### src/rtl/wb_arbiter.sv
// Writeback arbiter: buffers functional-unit results in per-FU FIFOs and drives
// the two registered PRF write ports (also the issue-queue wakeup broadcast),
// picking up to two results per cycle in round-robin order.
// Optional feature macro: WB_ARB_STATS_EN adds wb_count/stall_cycles outputs.

package core_pkg;
  localparam int unsigned XLEN  = 32;
  localparam int unsigned PREGS = 64;
  localparam int unsigned TAG_W = $clog2(PREGS);
  typedef logic [TAG_W-1:0] preg_tag_t;
endpackage

module wb_arbiter #(
  parameter int unsigned XLEN       = core_pkg::XLEN,
  parameter int unsigned PREGS      = core_pkg::PREGS,
  parameter int unsigned NUM_FU     = 4,
  parameter int unsigned FIFO_DEPTH = 2
) (
  input  logic                                    clk,
  input  logic                                    reset,
  input  logic                                    flush,
  input  logic [NUM_FU-1:0]                       fu_valid,
  input  logic [NUM_FU-1:0][$clog2(PREGS)-1:0]    fu_tag,
  input  logic [NUM_FU-1:0][XLEN-1:0]             fu_data,
  output logic [NUM_FU-1:0]                       fu_ready,
  output logic                                    wen0,
  output logic [$clog2(PREGS)-1:0]                wtag0,
  output logic [XLEN-1:0]                         wdata0,
  output logic                                    wen1,
  output logic [$clog2(PREGS)-1:0]                wtag1,
  output logic [XLEN-1:0]                         wdata1
`ifdef WB_ARB_STATS_EN
  ,
  output logic [31:0]                             wb_count,
  output logic [31:0]                             stall_cycles
`endif
);

  localparam int unsigned TAG_W = $clog2(PREGS);
  localparam int unsigned IDX_W = $clog2(NUM_FU);
  localparam int unsigned PTR_W = $clog2(FIFO_DEPTH);
  localparam int unsigned CNT_W = $clog2(FIFO_DEPTH + 1);

  typedef struct packed {
    logic [TAG_W-1:0] tag;
    logic [XLEN-1:0]  data;
  } entry_t;

  entry_t           mem_q    [NUM_FU][FIFO_DEPTH];
  logic [PTR_W-1:0] rd_ptr_q [NUM_FU];
  logic [PTR_W-1:0] rd_ptr_d [NUM_FU];
  logic [PTR_W-1:0] wr_ptr_q [NUM_FU];
  logic [PTR_W-1:0] wr_ptr_d [NUM_FU];
  logic [CNT_W-1:0] count_q  [NUM_FU];
  logic [CNT_W-1:0] count_d  [NUM_FU];
  entry_t           head     [NUM_FU];

  logic [IDX_W-1:0] rr_ptr_q, rr_ptr_d;
  logic             wen0_q, wen0_d, wen1_q, wen1_d;
  entry_t           out0_q, out0_d, out1_q, out1_d;

  logic [NUM_FU-1:0] push, pop, nonempty;
  logic              g0_vld, g1_vld;
  logic [IDX_W-1:0]  g0_idx, g1_idx;
  logic [IDX_W:0]    scan;

  // Round-robin successor of an FU index
  function automatic logic [IDX_W-1:0] next_idx(input logic [IDX_W-1:0] idx);
    if (idx == IDX_W'(NUM_FU - 1)) return '0;
    return idx + IDX_W'(1);
  endfunction

  // FIFO status decoded from registered counts only (no pass-through when full)
  always_comb begin
    for (int unsigned i = 0; i < NUM_FU; i++) begin
      fu_ready[i] = (count_q[i] != CNT_W'(FIFO_DEPTH));
      nonempty[i] = (count_q[i] != '0);
      head[i]     = mem_q[i][rd_ptr_q[i]];
      push[i]     = fu_valid[i] && fu_ready[i];
    end
  end

  // Scan from rr_ptr: first non-empty FIFO to port 0, second to port 1
  always_comb begin
    g0_vld = 1'b0;
    g1_vld = 1'b0;
    g0_idx = '0;
    g1_idx = '0;
    scan   = '0;
    for (int unsigned k = 0; k < NUM_FU; k++) begin
      scan = {1'b0, rr_ptr_q} + (IDX_W+1)'(k);
      if (scan >= (IDX_W+1)'(NUM_FU)) scan = scan - (IDX_W+1)'(NUM_FU);
      if (nonempty[scan[IDX_W-1:0]]) begin
        if (!g0_vld) begin
          g0_vld = 1'b1;
          g0_idx = scan[IDX_W-1:0];
        end else if (!g1_vld) begin
          g1_vld = 1'b1;
          g1_idx = scan[IDX_W-1:0];
        end
      end
    end
  end

  // Pop vector from the two grants
  always_comb begin
    for (int unsigned i = 0; i < NUM_FU; i++) begin
      pop[i] = (g0_vld && (g0_idx == IDX_W'(i))) || (g1_vld && (g1_idx == IDX_W'(i)));
    end
  end

  // FIFO pointer/count next state; flush squashes everything buffered
  always_comb begin
    for (int unsigned i = 0; i < NUM_FU; i++) begin
      wr_ptr_d[i] = wr_ptr_q[i];
      rd_ptr_d[i] = rd_ptr_q[i];
      count_d[i]  = count_q[i];
      if (flush) begin
        wr_ptr_d[i] = '0;
        rd_ptr_d[i] = '0;
        count_d[i]  = '0;
      end else begin
        if (push[i]) wr_ptr_d[i] = wr_ptr_q[i] + PTR_W'(1);
        if (pop[i])  rd_ptr_d[i] = rd_ptr_q[i] + PTR_W'(1);
        case ({push[i], pop[i]})
          2'b10:   count_d[i] = count_q[i] + CNT_W'(1);
          2'b01:   count_d[i] = count_q[i] - CNT_W'(1);
          default: count_d[i] = count_q[i];
        endcase
      end
    end
  end

  // Write-port and round-robin next state; tag/data hold when idle
  always_comb begin
    rr_ptr_d = rr_ptr_q;
    wen0_d   = g0_vld && !flush;
    wen1_d   = g1_vld && !flush;
    out0_d   = out0_q;
    out1_d   = out1_q;
    if (wen0_d) out0_d = head[g0_idx];
    if (wen1_d) out1_d = head[g1_idx];
    if (!flush) begin
      if (g1_vld)      rr_ptr_d = next_idx(g1_idx);
      else if (g0_vld) rr_ptr_d = next_idx(g0_idx);
    end
  end

  // Control state registers
  always_ff @(posedge clk or negedge reset) begin
    if (!reset) begin
      for (int unsigned i = 0; i < NUM_FU; i++) begin
        rd_ptr_q[i] <= '0;
        wr_ptr_q[i] <= '0;
        count_q[i]  <= '0;
      end
      rr_ptr_q <= '0;
      wen0_q   <= 1'b0;
      wen1_q   <= 1'b0;
      out0_q   <= '0;
      out1_q   <= '0;
    end else begin
      for (int unsigned i = 0; i < NUM_FU; i++) begin
        rd_ptr_q[i] <= rd_ptr_d[i];
        wr_ptr_q[i] <= wr_ptr_d[i];
        count_q[i]  <= count_d[i];
      end
      rr_ptr_q <= rr_ptr_d;
      wen0_q   <= wen0_d;
      wen1_q   <= wen1_d;
      out0_q   <= out0_d;
      out1_q   <= out1_d;
    end
  end

  // FIFO storage; flushed pushes are dropped
  always_ff @(posedge clk or negedge reset) begin
    if (!reset) begin
      for (int unsigned i = 0; i < NUM_FU; i++) begin
        for (int unsigned j = 0; j < FIFO_DEPTH; j++) begin
          mem_q[i][j] <= '0;
        end
      end
    end else begin
      for (int unsigned i = 0; i < NUM_FU; i++) begin
        if (push[i] && !flush) begin
          mem_q[i][wr_ptr_q[i]] <= '{tag: fu_tag[i], data: fu_data[i]};
        end
      end
    end
  end

  assign wen0   = wen0_q;
  assign wtag0  = out0_q.tag;
  assign wdata0 = out0_q.data;
  assign wen1   = wen1_q;
  assign wtag1  = out1_q.tag;
  assign wdata1 = out1_q.data;

`ifdef WB_ARB_STATS_EN
  logic [31:0] wb_count_q, stall_q;
  logic [1:0]  ngrant;
  logic        stall_hit;

  // Grants actually written this cycle, and whether any ready result waited
  always_comb begin
    ngrant    = 2'(wen0_d) + 2'(wen1_d);
    stall_hit = |(nonempty & ~pop);
  end

  // Saturating statistics; survive flush, cleared only by reset
  always_ff @(posedge clk or negedge reset) begin
    if (!reset) begin
      wb_count_q <= '0;
      stall_q    <= '0;
    end else begin
      if ((33'(wb_count_q) + 33'(ngrant)) > 33'h0_FFFF_FFFF) wb_count_q <= '1;
      else wb_count_q <= wb_count_q + 32'(ngrant);
      if (stall_hit && (stall_q != '1)) stall_q <= stall_q + 32'd1;
    end
  end

  assign wb_count     = wb_count_q;
  assign stall_cycles = stall_q;
`endif

endmodule

### config.mk
export PLATFORM = sky130hd
export DESIGN_NAME = wb_arbiter
export DESIGN_NICKNAME = d
export VERILOG_FILES = /design/src/rtl/wb_arbiter.sv
export SDC_FILE = /design/constraint.sdc
export NUM_CORES = 1
export LEC_CHECK = 0
export ABC_AREA = 1
export CAP_MARGIN = 10
export CORE_MARGIN = 2
export CORE_UTILIZATION = 38
export CTS_BUF_LIST = sky130_fd_sc_hd__clkbuf_16
export DETAILED_ROUTE_END_ITERATION = 8
export GPL_TIMING_DRIVEN = 0
export HOLD_SLACK_MARGIN = 0.08
export PLACE_DENSITY_LB_ADDON = 0.25
export SKIP_LAST_GASP = 1
export SYNTH_ARGS = -nofsm -noshare
export SYNTH_HDL_FRONTEND = slang
export SYNTH_SLANG_ARGS = --single-unit
export TNS_END_PERCENT = 50
### constraint.sdc
create_clock -name clk -period 5.95 [get_ports clk]
set_input_delay 0.595 -clock clk [delete_from_list [all_inputs] [get_ports clk]]
set_output_delay 0.595 -clock clk [all_outputs]
set_load 0.1 [all_outputs]
## Word level (Yosys, flattened, before mapping)

Index checks and enable logic that the tools add are counted.

| storage, ports and cells | value |
|---|---|
| bits in latches | 0 |
| bits in writable memories | 0 |
| word-level logic and storage cells | 262 |
| bits of input ports | 159 |
| flip-flop bits (word level) | 400 |
| bits in read-only memories | 0 |
| output and inout bits | 82 |
| memories kept | 0 |

| cells by class | value |
|---|---|
| multipliers | 0 |
| multiplexer cells | 104 |
| reductions and logical operators | 47 |
| bitwise logic cells | 11 |
| add/sub/neg operators | 25 |
| shift operators | 0 |
| magnitude comparators | 22 |
| div/mod/pow operators | 0 |
| equality and inequality tests | 18 |

Operators by type and width:

| cell | number |
|---|---|
| $mux 38 | 20 |
| $bwmux 76 | 4 |
| $bmux 38 s2 | 2 |
| $demux 38 s1 | 4 |
| $mux 2 | 29 |
| $mux 1 | 37 |
| $reduce_bool 2->1 | 13 |
| $logic_and 1x1->1 | 22 |
| $eq 2x2->1 const B | 8 |
| $ge 2x2->1 const B | 8 |
| $not 1->2 | 8 |
| $pmux 2 s2 | 4 |
| $sub 2x1->2 const B | 8 |
| $ge 3x3->1 const B | 5 |
| $add 2x1->2 const B | 6 |
| $eq 2x1->1 const B | 6 |
| $lt 2x3->1 const B | 4 |
| $reduce_bool 3->1 | 4 |
| $add 1x1->1 const B | 8 |
| $bmux 1 s2 | 4 |
| $lt 2x1->1 const B | 4 |
| $ne 2x2->1 const B | 4 |
| $add 2x2->3 const B | 2 |
| $not 2->3 | 2 |
| 7 further kinds | 11 |

## Depth between registers and ports, before layout

Gate-level depths: netlist of the first run.

| depth | value |
|---|---|
| depth in word-level cells | 19 |
| mapped depth | 23 |
| mapped depth without buffers | 21 |

## Least setup slack after synthesis of the first run

OpenSTA, ideal clock, no wires.

| timing path | value |
|---|---|
| path kind | flip-flop to flip-flop |
| start | register rr_ptr_q[0] |
| end | register count_q[0] (netlist bit) |
| cell stages (with the launch flop) | 22 |
| setup time | 0.126 ns |
| required time | 5.824 ns |
| arrival time | 2.555 ns |
| path buffers | 2 |
| path slack | 3.269 ns |
| cell sequence | dfrtp_1 -> buf_6 -> inv_6 -> nand2_2 -> nand3_1 -> nand2_1 -> ha_1 -> o21ai_1 -> nand2_1 -> o21ai_1 -> nand2_1 -> nand2_2 -> inv_2 -> clkbuf_1 -> ha_1 -> inv_1 -> o22ai_1 -> inv_1 -> nand2_1 -> nand3_1 -> nand3_1 -> o21ai_0 |

| on the way | value |
|---|---|
| word-level cells in the longest chain between the ends | 19 |

Ends and longest elaborated chain:

| what | RTL line | RTL |
|---|---|---|
| start, declared | 58 | `logic [IDX_W-1:0] rr_ptr_q, rr_ptr_d;` |
| start signal, assigned | 168 | `rr_ptr_q <= rr_ptr_d;` |
| branches (longest 15 deep; another with $add 2x1->3) | -- |  |
| $logic_or 1x1->1 * | 108 | `pop[i] = (g0_vld && (g0_idx == IDX_W'(i))) \|\| (g1_vld && (g1_idx == IDX_W'(i)));` |
| $eq 2x1->1 or $eq 2x2->1 (tied branches) | 125 | `case ({push[i], pop[i]})` |
| $pmux 2 s2 | 125 |  |
| $mux 2 | 118 | `if (flush) begin` |
| end signal, assigned by index | 166 | `count_q[i] <= count_d[i];` |
| end, declared | 54 | `logic [CNT_W-1:0] count_q [NUM_FU];` |

Every way passes the cells marked *. The select of a mux whose other input is x is not followed.
A chain may end at the register's enable or synchronous reset.

## Final worst setup path of the first run

| timing path | value |
|---|---|
| start | register count_q[5] (netlist bit) |
| end | register count_q[0] (netlist bit) |

| on the way | value |
|---|---|
| word-level cells in the longest chain between the ends | 18 |

Ends and longest elaborated chain:

| what | RTL line | RTL |
|---|---|---|
| $reduce_bool 2->1 * | 77 | `nonempty[i] = (count_q[i] != '0);` |
| $bmux 1 s2 | 93 | `if (nonempty[scan[IDX_W-1:0]]) begin` |
| $mux 1 (not written as such) | 93 |  |
| $mux 1 | 93 |  |
| $mux 2 or $mux 1 (tied branches) | 94 | `if (!g0_vld) begin` |
| $mux 2 or $mux 1 (tied branches) | 93 |  |
| $mux 2 | 97 | `end else if (!g1_vld) begin` |
| $mux 2 | 94 |  |
| (+2 left out) | -- |  |
| $mux 2 | 94 |  |
| $mux 2 | 93 |  |
| $eq 2x2->1 | 108 |  |
| $logic_and 1x1->1 | 108 |  |
| $logic_or 1x1->1 * | 108 |  |
| $eq 2x1->1 or $eq 2x2->1 (tied branches) | 125 |  |
| $pmux 2 s2 | 125 |  |
| $mux 2 | 118 |  |

Mark *: on every way between the ends. The rest lies on a longest branch, timed or not. The select of a mux whose other input is x is not followed.

==> results of run 1 <==
## synthesized netlist by cell type, drive strengths merged
| cell | count | area (um^2) |
|---|---|---|
| o22ai | 2 | 12.5 |
| nand4 | 5 | 31.3 |
| nand2 | 708 | 2690 |
| clkbuf | 97 | 364 |
| o211ai | 1 | 7.51 |
| nand3 | 224 | 1130 |
| inv | 186 | 703 |
| o21a | 38 | 285 |
| nor2 | 58 | 223 |
| o21ai | 318 | 1590 |
| mux2i | 152 | 1520 |
| dfrtp | 400 | 10000 |
| nand3b | 1 | 7.51 |
| a31oi | 38 | 238 |
| ha | 7 | 87.6 |
| xnor2 | 2 | 17.5 |
| buf | 55 | 323 |
| a21oi | 4 | 20.0 |
## worst reg2reg max path: stages (launching register included)
cell and delay, ns:
dfrtp_1 0.42, nor2_1 0.32, nand2_1 0.12, nand3_1 0.14, nand2_1 0.15, ha_1 0.31, o21ai_1 0.07, nand2_1 0.06
o21ai_1 0.07, nand2_1 0.07, nand2_2 0.11, inv_2 0.14, clkbuf_1 0.45, ha_1 0.24, inv_1 0.04, o22ai_1 0.41
inv_1 0.08, nand2_1 0.09, nand3_1 0.11, nand3_1 0.09, o21ai_0 0.11
## cells by family after synthesis
kind of cell	share of synthesized area
adders and majority gates	0.00455
AOI/OAI and AO/OA	0.112
muxes	0.0790
and+or+nand+nor	0.212
DFF	0.520
buffers and inverters	0.0722
xor gates and xnor gates	0.000910
## state kept, by name, summed over array words and instances, names as in the netlist
register,cells
wen1,1
rd_ptr_q,4
mem_q,304
wdata0,32
wtag0,6
wen0,1
wdata1,32
wtag1,6
count_q,8
rr_ptr_q,2
wr_ptr_q,4
## per-layer routing
| metal | vias up | track usage | share of wire |
|---|---|---|---|
| li1 | 8072 | - | - |
| met1 | 8524 | 0.341 | 0.44 |
| met2 | 594 | 0.407 | 0.48 |
| met3 | 91 | 0.0310 | 0.056 |
| met4 | 0 | 0.0757 | 0.026 |
| met5 | - | 0 | 0 |
## path summary, 6_finish.rpt
path,slack (ns),endpoint,start,cells past startpoint
hold reg to reg,0.48,mem_q[72],mem_q[72],2
hold / removal,0.48,mem_q[72],mem_q[72],2
max in group asynchronous,3.89,mem_q[223],reset,4
setup reg to reg,2.24,count_q[0],count_q[5],20
setup / recovery,2.24,count_q[0],count_q[5],20
min in group asynchronous,0.52,mem_q[13],reset,2
## stage by stage
stage	hold WS (ns)	util	cell area (um^2)
3_3_place_gp	0.466	0.449	22500
6_report	0.480	0.479	24000
4_1_cts	0.487	0.479	24000
3_5_place_dp	0.472	0.451	22600
5_1_grt	0.498	0.479	24000
2_1_floorplan	0.299	-	19300
## layout make-up
class,instances,share of cell area
flip-flops and latches,400,0.417
multi-input cells,1558,0.327
repair buffers,243,0.104
clock buffers,46,0.0479
well taps,672,0.0350
inverters,186,0.0293
plain buffers,152,0.0286
clock inverters,37,0.0109
diodes,1,0.000104
==> results.txt, run 1 <==
Initial core utilization -> 0.385
Post-Layout Cell Count -> 3295
Tot GR Track Use -> 0.247
WL per Instance -> 19.7 um
Num CTS Buffers -> 46
Synth Net Count -> 2462
CP Max Fanout -> 11
Vias per inst -> 5.24
Antenna violations before repair -> 1
Relative slew slack -> 0.329
Synth warn -> 0
Placement Setup Slack -> 2.31 ns
Multi-input combinational cell area -> 7860 um^2
Most frequent cells in the layout -> nand2_1, dfrtp_1, o21ai_0
Buffers on Ports -> 239
Final period util -> 0.624
Final setup violation count -> 0
Outcome -> finished, final reports clean
Num Clock Sinks -> 400
Vias in the first global route -> 17100
Largest net degree at the start of global routing -> 124
TritonCTS clock tree -> done
Post-CTS repair timing setup buffer count -> 0
Num rows -> 82
Iteration-0 DRC Markers -> 1849
WP data required -> 6.40 ns
Critical path's largest stage delay -> 0.45 ns
Min Tclk post-route -> 3.71 ns
RSZ-0062 raised after global routing -> false
Share of cells above drive strength 1 -> 0.0542
Max_cap viols -> 0
Final hold vios -> 0
Commonest non-fill, non-tap cell in the layout -> nand2_1
Buf/Inv on CP -> 4
Clk Latency, worst-skew pair -> 0.60 ns
Crit path max-delay cell type -> clkbuf_1
Seq cells post-synth -> 400
Post-Syn Instances -> 2296
Cells after DPL -> 3210
Die area -> 52500 um^2
Setup tns final -> 0 ns
Clock-pin slew on the worst setup and hold paths -> 0.06 ns
CP startpoint kind -> flip-flop
Area growth, synth to finish -> 24.6%
Die extent in x -> 229 um
Max Root-Sink Buffers -> 3
Grt total ovfl -> 0
First-pass iteration count of the detailed router -> 8
WL final -> 65.1 mm
Register area -> 10000 um^2
First-pass GRT wire length -> 99.9 mm
Core area -> 50100 um^2
Post-CTS sizing -> 0
Post-route ant nets -> 0
H-tree depth -> 2
Post-Synthesis Cell Area -> 19300 um^2
Worst EP arrival -> 4.16 ns
DP Wirelength -> 49.1 mm
Filler cells -> 4969
Die Ht -> 229 um
WS Path Type -> reg2reg
Worst Setup Slack, final -> 2.24 ns
Worst-Margin Slew -> 1.00 ns
Vias -> 17300
CTS Hold Bufs -> 1
CP endpoint kind -> flip-flop
Post-synthesis area per instance -> 8.39 um^2
Synth unique cells -> 27
IO Count -> 241
RePlAce Congestion -> 0.903
Clock Root Buffer -> clkbuf_16
Critical path's top delay family -> simple AND/OR/NAND/NOR gates
Most used cell, CP -> nand2_1
Clock skew -> 0.0271 ns
Register area share after synthesis -> 0.520
Hold crit path type -> reg2reg
Worst-path cell chain -> nor2_1 > nand2_1 > nand3_1 > nand2_1 > ha_1 > o21ai_1 > nand2_1 > o21ai_1 > nand2_1 > nand2_2 > inv_2 > clkbuf_1 > ha_1 > inv_1 > o22ai_1 > inv_1 > nand2_1 > nand3_1 > nand3_1 > o21ai_0
Final Slew Violations -> 0
# DRC -> 0
Achievable Freq -> 269 MHz
Final net count -> 2753
Power of run 1 is not shown: default switching activity piles up to over one toggle a cycle in this logic, so the estimate is an artifact.
==> run 2: changes to the inputs <==
==> constraint.sdc (replaced) <==
create_clock -name clk -period 3.4 [get_ports clk]
set_input_delay 0.34 -clock clk [delete_from_list [all_inputs] [get_ports clk]]
set_output_delay 0.34 -clock clk [all_outputs]
set_load 0.1 [all_outputs]
==> run 2 against run 1 <==
  * First-iteration DRC count down 6.8%
  * Sequential share of layout area about the same
  * Global-route usage about the same
  * Core utilization about the same
  * Setup slack worse by 2.0 ns
  * Hold slack worse by 0.21 ns
  * Clock skew up 0.00060 ns
  * Final cell count about the same
  * Highest routed layer unchanged
  * Clock-buffer cell count unchanged
  * Critical path depth down 2
  * Sequential cell count unchanged
==> results.txt, run 2 (synthesis results as in run 1) <==
Final setup violation count -> 0
Hold slack -> 0.272 ns
Final period util -> 0.940
Hold crit path type -> in2async
Die extent in x -> 229 um
Iteration-0 DRC Markers -> 1723
RePlAce Congestion -> 0.903
Achievable Freq -> 313 MHz
WS Path Type -> reg2reg
Core area -> 50100 um^2
Worst-path cell chain -> nor2_1 > nand2_1 > nand3_1 > nand2_1 > ha_1 > o21ai_1 > nand2_1 > o21ai_1 > nand2_1 > nand2_2 > clkbuf_4 > clkbuf_4 > ha_1 > nand2_1 > nand3_1 > nand3_1 > nand3_1 > nand2_1
Final net count -> 2752
CP Max Fanout -> 11
Num Clock Sinks -> 400
Clk Latency, worst-skew pair -> 0.60 ns
Share of cells above drive strength 1 -> 0.0549
Clock-pin slew on the worst setup and hold paths -> 0.06 ns
Num CTS Buffers -> 46
CP endpoint kind -> flip-flop
Max_cap viols -> 0
Min Tclk post-route -> 3.20 ns
Max reg flops -> 304
Die area -> 52500 um^2
R2R cell count -> 18
TritonCTS clock tree -> done
# DRC -> 0
Vias in the first global route -> 17100
Worst EP arrival -> 3.67 ns
Filler cells -> 4963
Commonest non-fill, non-tap cell in the layout -> nand2_1
DP Wirelength -> 49.1 mm
Antenna violations before repair -> 1
Post-route ant nets -> 0
Tot GR Track Use -> 0.247
Buffers on Ports -> 239
H-tree depth -> 2
WL final -> 65.2 mm
Area growth, synth to finish -> 24.7%
RSZ-0062 raised after global routing -> true
Final hold vios -> 0
Max Root-Sink Buffers -> 3
First-pass GRT wire length -> 99.8 mm
Vias -> 17300
Clock skew -> 0.0277 ns
Num rows -> 82
Largest net degree at the start of global routing -> 124
Die Ht -> 229 um
Final Slew Violations -> 0
Crit path max-delay cell type -> dfrtp_1
Initial core utilization -> 0.385
Relative slew slack -> 0.330
IO Count -> 241
Most used cell, CP -> nand2_1
Largest Register -> mem_q
WL per Instance -> 19.8 um
Grt total ovfl -> 0
First-pass iteration count of the detailed router -> 6
CP startpoint kind -> flip-flop
Vias per inst -> 5.26
Worst-Margin Slew -> 1.00 ns
WP data required -> 3.87 ns
Critical path's largest stage delay -> 0.40 ns
Outcome -> finished, final reports clean
Clock Root Buffer -> clkbuf_16
Most frequent cells in the layout -> nand2_1, dfrtp_1, o21ai_0
-- run 2: cell type report --
type                            instances  area, um^2  area share
Inverter                              186         703      0.0293
Multi-Input combinational cell       1558        7870       0.328
Tap cell                              672         841      0.0350
Sequential cell                       400       10000       0.417
Clock buffer                           46        1150      0.0479
Timing Repair Buffer                  243        2490       0.104
Antenna cell                            1        2.50    0.000104
Buffer                                151         691      0.0288
Clock inverter                         37         262      0.0109
-- run 2: layer usage --
layer  vias up  global-route usage  part of all wire
met3        91              0.0310             0.058
met1      8534               0.341              0.44
met5         -                   0                 0
met2       616               0.407              0.48
met4         0              0.0757             0.026
li1       8079                   -                 -
-- run 2: final timing paths --
path                              startpoint    endpoint  slack (ns)
worst min-delay path                   reset   mem_q[13]        0.27
max in group asynchronous              reset  mem_q[223]        1.61
min in group clk                fu_data[115]   mem_q[19]        0.31
worst max register to register    count_q[1]  count_q[2]        0.20
worst max-delay path              count_q[1]  count_q[2]        0.20
worst min register to register     mem_q[72]   mem_q[72]        0.48
-- run 2: metrics by stage --
step                      setup TNS, ns  utilization  setup WS [ns]  cells  instance area [um^2]
final                                 0        0.480          0.205   3294                 24000
after global routing            -0.0309        0.480        -0.0309   3293                 24000
after CTS                             0        0.479        0.00552   3293                 24000
after detailed placement         -0.374        0.451         -0.236   3210                 22600
after global placement         -5981.84        0.449         -15.00   3207                 22500
after floorplan                       0            -          0.719   2296                 19300
-- run 2: repair_timing --
action                                  4_1_cts  5_1_grt
pin swaps                                     0        0
endpoints found under the setup margin        2       10
hold buffers                                  1        0
resized for setup                             0        5
hold endpoints to repair                     58        0
setup buffers                                 0        0
-- run 2: critical path, delay by kind of cell (launching register included) --
| kind | cells | cell delay [ns] |
|---|---|---|
| and+or+nand+nor | 12 | 1.47 |
| buffers and inverters | 2 | 0.51 |
| adders and majority gates | 2 | 0.47 |
| DFF | 1 | 0.40 |
| AOI/OAI and AO/OA | 2 | 0.24 |
Power of run 2 is left out for the same reason.
